### src/rtl/uart_tx_arbiter.sv
// uart_tx_arbiter: packet-level round-robin arbiter sharing the UART transmit
// byte interface between two byte-stream requesters (0 = CPU, 1 = HW stream).
// A grant is held until the byte flagged last is accepted; a watchdog revokes
// the grant after TIMEOUT_CYCLES consecutive cycles without an accepted byte.
//
// Ports:
//   clk, cpu_rst_n          core clock, async active-low reset
//   req{0,1}_data/valid/last  requester byte streams
//   req{0,1}_ready          byte accepted when high with valid (combinational)
//   tx_data, tx_valid       registered byte toward the UART data_in
//   tx_ready                UART data_in_ready
//   grant                   one-hot owner, 2'b00 when idle
//   timeout                 one-cycle pulse when the watchdog revokes a grant
module uart_tx_arbiter #(
  parameter int unsigned TIMEOUT_CYCLES = 1024
) (
  input  logic       clk,
  input  logic       cpu_rst_n,
  input  logic [7:0] req0_data,
  input  logic       req0_valid,
  input  logic       req0_last,
  output logic       req0_ready,
  input  logic [7:0] req1_data,
  input  logic       req1_valid,
  input  logic       req1_last,
  output logic       req1_ready,
  output logic [7:0] tx_data,
  output logic       tx_valid,
  input  logic       tx_ready,
  output logic [1:0] grant,
  output logic       timeout
);

  localparam int unsigned CNT_W = (TIMEOUT_CYCLES > 1) ? $clog2(TIMEOUT_CYCLES) : 1;
  localparam logic [CNT_W-1:0] CNT_MAX = CNT_W'(TIMEOUT_CYCLES - 1);

  typedef enum logic [1:0] {
    IDLE = 2'd0,
    OWN0 = 2'd1,
    OWN1 = 2'd2
  } state_t;

  state_t           state_q, state_d;
  logic             last_served_q, last_served_d;
  logic [CNT_W-1:0] cnt_q, cnt_d;
  logic [7:0]       tx_data_d;
  logic             tx_valid_d;
  logic             timeout_d;

  logic             reg_free;
  logic             sel_valid;
  logic             sel_last;
  logic [7:0]       sel_data;
  logic             accept;

  // Output register can take a new byte when empty or draining this cycle.
  assign reg_free   = ~tx_valid | tx_ready;

  // Current owner's byte stream.
  assign sel_valid  = (state_q == OWN1) ? req1_valid : req0_valid;
  assign sel_last   = (state_q == OWN1) ? req1_last  : req0_last;
  assign sel_data   = (state_q == OWN1) ? req1_data  : req0_data;
  assign accept     = (state_q != IDLE) & sel_valid & reg_free;

  assign req0_ready = (state_q == OWN0) & reg_free;
  assign req1_ready = (state_q == OWN1) & reg_free;
  assign grant      = {state_q == OWN1, state_q == OWN0};

  // Next-state, output register and watchdog logic.
  always_comb begin
    state_d       = state_q;
    last_served_d = last_served_q;
    cnt_d         = '0;
    tx_valid_d    = tx_valid & ~tx_ready;
    tx_data_d     = tx_data;
    timeout_d     = 1'b0;
    unique case (state_q)
      IDLE: begin
        // On a tie the requester not served last wins.
        if (req0_valid && req1_valid) begin
          state_d = last_served_q ? OWN0 : OWN1;
        end else if (req0_valid) begin
          state_d = OWN0;
        end else if (req1_valid) begin
          state_d = OWN1;
        end
      end
      OWN0, OWN1: begin
        // An accept outranks a watchdog expiry in the same cycle.
        if (accept) begin
          tx_data_d  = sel_data;
          tx_valid_d = 1'b1;
          if (sel_last) begin
            state_d       = IDLE;
            last_served_d = (state_q == OWN1);
          end
        end else if (cnt_q == CNT_MAX) begin
          state_d       = IDLE;
          last_served_d = (state_q == OWN1);
          timeout_d     = 1'b1;
        end else begin
          cnt_d = cnt_q + CNT_W'(1);
        end
      end
      default: state_d = IDLE;
    endcase
  end

  // State and output registers.
  always_ff @(posedge clk or negedge cpu_rst_n) begin
    if (!cpu_rst_n) begin
      state_q       <= IDLE;
      last_served_q <= 1'b1;
      cnt_q         <= '0;
      tx_data       <= 8'h00;
      tx_valid      <= 1'b0;
      timeout       <= 1'b0;
    end else begin
      state_q       <= state_d;
      last_served_q <= last_served_d;
      cnt_q         <= cnt_d;
      tx_data       <= tx_data_d;
      tx_valid      <= tx_valid_d;
      timeout       <= timeout_d;
    end
  end

endmodule

### config.mk
export PLATFORM = sky130hd
export DESIGN_NAME = uart_tx_arbiter
export DESIGN_NICKNAME = d
export VERILOG_FILES = /design/src/rtl/uart_tx_arbiter.sv
export SDC_FILE = /design/constraint.sdc
export NUM_CORES = 1
export LEC_CHECK = 0
export BUFFER_PORTS_ARGS = -buffer_cell sky130_fd_sc_hd__buf_2
export CORE_MARGIN = 3
export CORE_UTILIZATION = 30
export DETAILED_ROUTE_END_ITERATION = 16
export PLACE_DENSITY_LB_ADDON = 0.15
export SYNTH_ARGS = -nofsm -noshare
export SYNTH_HDL_FRONTEND = slang
export SYNTH_SLANG_ARGS = --single-unit
### constraint.sdc
create_clock -name clk -period 4.9 [get_ports clk]
set_input_delay 1.47 -clock clk [delete_from_list [all_inputs] [get_ports clk]]
set_output_delay 1.47 -clock clk [all_outputs]
set_load 0.02 [all_outputs]
==> flow_summary.ini <==
[placement]
gp_congestion = 0.826
numPortBuffers = 36
dp_hpwl_microns = 1800
preCtsSetupSlack_ns = 1.21

[final_layout]
fillCellCount = 387
layout.nets = 177
fin_util_pct = 38.6
seqCellArea_sq_um = 577
area_growth_pct = 21.7
drive_gt1_share_pct = 30.2
diodes = 0
multi_input_area_sq_um = 554

[route]
drcViolationCount = 0
firstDrtPassIters = 4
num_vias = 903
avgViaCountPerCell = 4.58
route.detailed.wl_per_inst_microns = 11.7
postRouteAntennaNets = 0
routed_wl_microns = 2310
first_iter_violations = 28

[logic_synthesis]
synth_fp_nets = 140
synthMuxAreaShare_pct = 10.9
synth_edf_count = 0
ys_ff_latch = 23
synth_cell_types = 31
synth_xor_xnor_area_share_pct = 5.21
synthAdderAreaFrac_pct = 4.25
synthArstFlopShare_pct = 100
ys_seq_area_share_pct = 49.0
synth_top_family_by_area = simple AND/OR/NAND/NOR gates
synth_area_sq_mm = 0.00118
synth-simple-area-share_pct = 16.7
synth_flop_cell = dfrtp_1
netlist_instances = 113
yosys_warnings = 0
synth_compound_area_share_pct = 9.99
synth.avg_cell_area_sq_um = 10.4

[clock_network]
cts_buffers = 3
clk_latency_ns = 0.26
cts.repair.resized = 0
cts_setup_buffers = 0
cts.reportedPaths.clkPinSlew_ns = 0.08
holdBufCountCts = 0
htree_levels = 1
cts_sinks = 23
cts_buffer_depth = 2
cts_tree = built
clockRootBuffer = clkbuf_8

[sta]
fmax_mhz = 271
slew_headroom_pct = 53.6
drv_slew = 0
hold_viol_final = 0
skew_ns = 0.000758
setup_tns_ns = 0
tightest_slew_ns = 0.695
setup_viol_count_final = 0
fin_crit_ns = 3.69
layout_setup_ws_ns = 1.21
rsz0062_at_grt = no
fin_crit_sh_pct = 75.3
holdWs_ns = 0.485

[worst_setup_path]
arrival_ns = 2.22
path_buf_inv = 2
worst-endpoint-required_ns = 3.43
slowest_stage = nor2b_1
startpoint_type = input pin
path_cells = buf_2 -> nor2b_1 -> nor2b_1 -> buf_2
crit_path_max_fanout = 5
endpoint_kind = output pin
critPathKind = in -> out
critPathMaxStageDelay_ns = 0.39
critPathTopFamily = simple AND/OR/NAND/NOR gates

[global_routing]
grt_max_degree = 24
met2_usage_pct = 16.7
globalRoute.busiestLayer = met2
grt_first_pass_wirelength_microns = 3870
grt_pass1_vias = 877
antenna_found_initial = 0
track_usage_pct = 11.0
overflow = 0
use_met3_pct = 3.08
use_met1_pct = 15.1

[die]
die_area_sq_mm = 0.00471
die_w_microns = 68.6
core_area_sq_mm = 0.00372
row_count = 22
start_util_pct = 31.7
die_height_microns = 68.6
ios = 37

[power]
ir_drop_v = 0.000174
power_density_mw_per_mm2 = 532
leakage_nw = 0.721

[hold_path]
min_path_type = reg -> reg

[run_status]
outcome = finished clean

[run]
cap_violations = 0
-- through the flow --
step           power (mW)  instances  instance area [sq um]
2_1_floorplan       0.577        113                   1180
3_3_place_gp        0.647        193                   1390
3_5_place_dp        0.658        193                   1390
4_1_cts             0.776        197                   1430
5_1_grt             0.831        197                   1430
6_report            0.761        197                   1430
-- cells in the mapped netlist (2+ instances only) --
cell type / n / area share, %
a21oi_1: 2 / 0.85
and3_1: 3 / 1.6
ha_1: 4 / 4.3
nand2_1: 13 / 4.1
nand3_1: 5 / 2.1
nor3_1: 2 / 0.85
o21ai_1: 3 / 1.3
xor2_1: 5 / 3.7
xnor2_1: 2 / 1.5
o21ai_0: 6 / 2.6
dfrtp_1: 22 / 47
buf_6: 2 / 1.9
nand2b_1: 2 / 1.1
nor2b_1: 3 / 1.6
mux2i_1: 10 / 8.5
inv_1: 4 / 1.3
nor2_1: 11 / 3.5
-- power by group --
part           internal [mW]  switching, mW  total, mW
sequential             0.242         0.0270      0.269
combinational          0.150          0.228      0.378
clock                 0.0566         0.0577      0.114
total                  0.449          0.312      0.761
-- per-layer routing --
metal | routed length, microns | part of all wire (%) | up-vias
met5 | 0 | 0 | -
li1 | - | - | 453
met1 | 1120 | 48 | 421
met4 | 12 | 0.52 | 0
met2 | 1030 | 45 | 27
met3 | 145 | 6.3 | 2
-- flip-flops by register name (all words and copies together), names as in the netlist --
name and count:
state_q 2, timeout 1, last_served_q 1, tx_valid 1, tx_data 8, cnt_q 10
-- worst reg2reg max path: stages (launching register included) --
cell	delay, ns
dfrtp_1	0.39
inv_1	0.11
ha_1	0.62
mux2i_2	0.21
o31ai_4	0.30
nand2b_1	0.41
o311a_2	0.29
mux2_4	0.29
-- cells in the final DEF, fill, tap and decap left out --
master and n:
and3_1 3, ha_1 4, xor2_1 5, xnor2_1 2, o21a_1 1, o21ai_0 6, clkbuf_8 3, clkinv_2 1
nand3_1 5, dfrtp_1 22, buf_2 36, nor2b_1 3, mux2i_2 1, a31oi_1 1, nand4_1 1, nor2_1 11
mux2i_1 10, a21oi_1 2, nand2_1 13, dfstp_2 1, nand2b_1 2, o21ai_1 3, mux2_4 1, o22a_1 1
and4_1 1, nor3_1 2, a21o_1 1, o311a_2 1, o31ai_4 1, inv_1 4, or3_1 1
-- kinds of logic after synthesis --
kind of cell    Yosys count
compound gates           17
xor+xnor                  7
fa+ha+maj                 4
buf+inv                   8
flops                    23
mux                      12
simple gates             42
-- path summary, 6_finish.rpt --
path	start	cells after the start	slack, ns	to
worst max-delay path	tx_ready	4	1.21	req0_ready
worst min register to register	tx_data[1]	2	0.49	tx_data[1]
worst min-delay path	tx_data[1]	2	0.49	tx_data[1]
worst max register to register	state_q[0]	7	2.18	state_q[1]
min in group asynchronous	cpu_rst_n	1	1.18	cnt_q[7]
max in group asynchronous	cpu_rst_n	1	3.35	last_served_q
-- cell type report --
class                   count  area share [%]
clock buffers               3            2.88
multi-input cells          82            38.7
flip-flops and latches     23            40.3
inverters                   4            1.05
clock inverters             1           0.349
repair buffers             36            12.6
well taps                  48            4.19
Note: power is estimated with default switching activity, not from simulation.
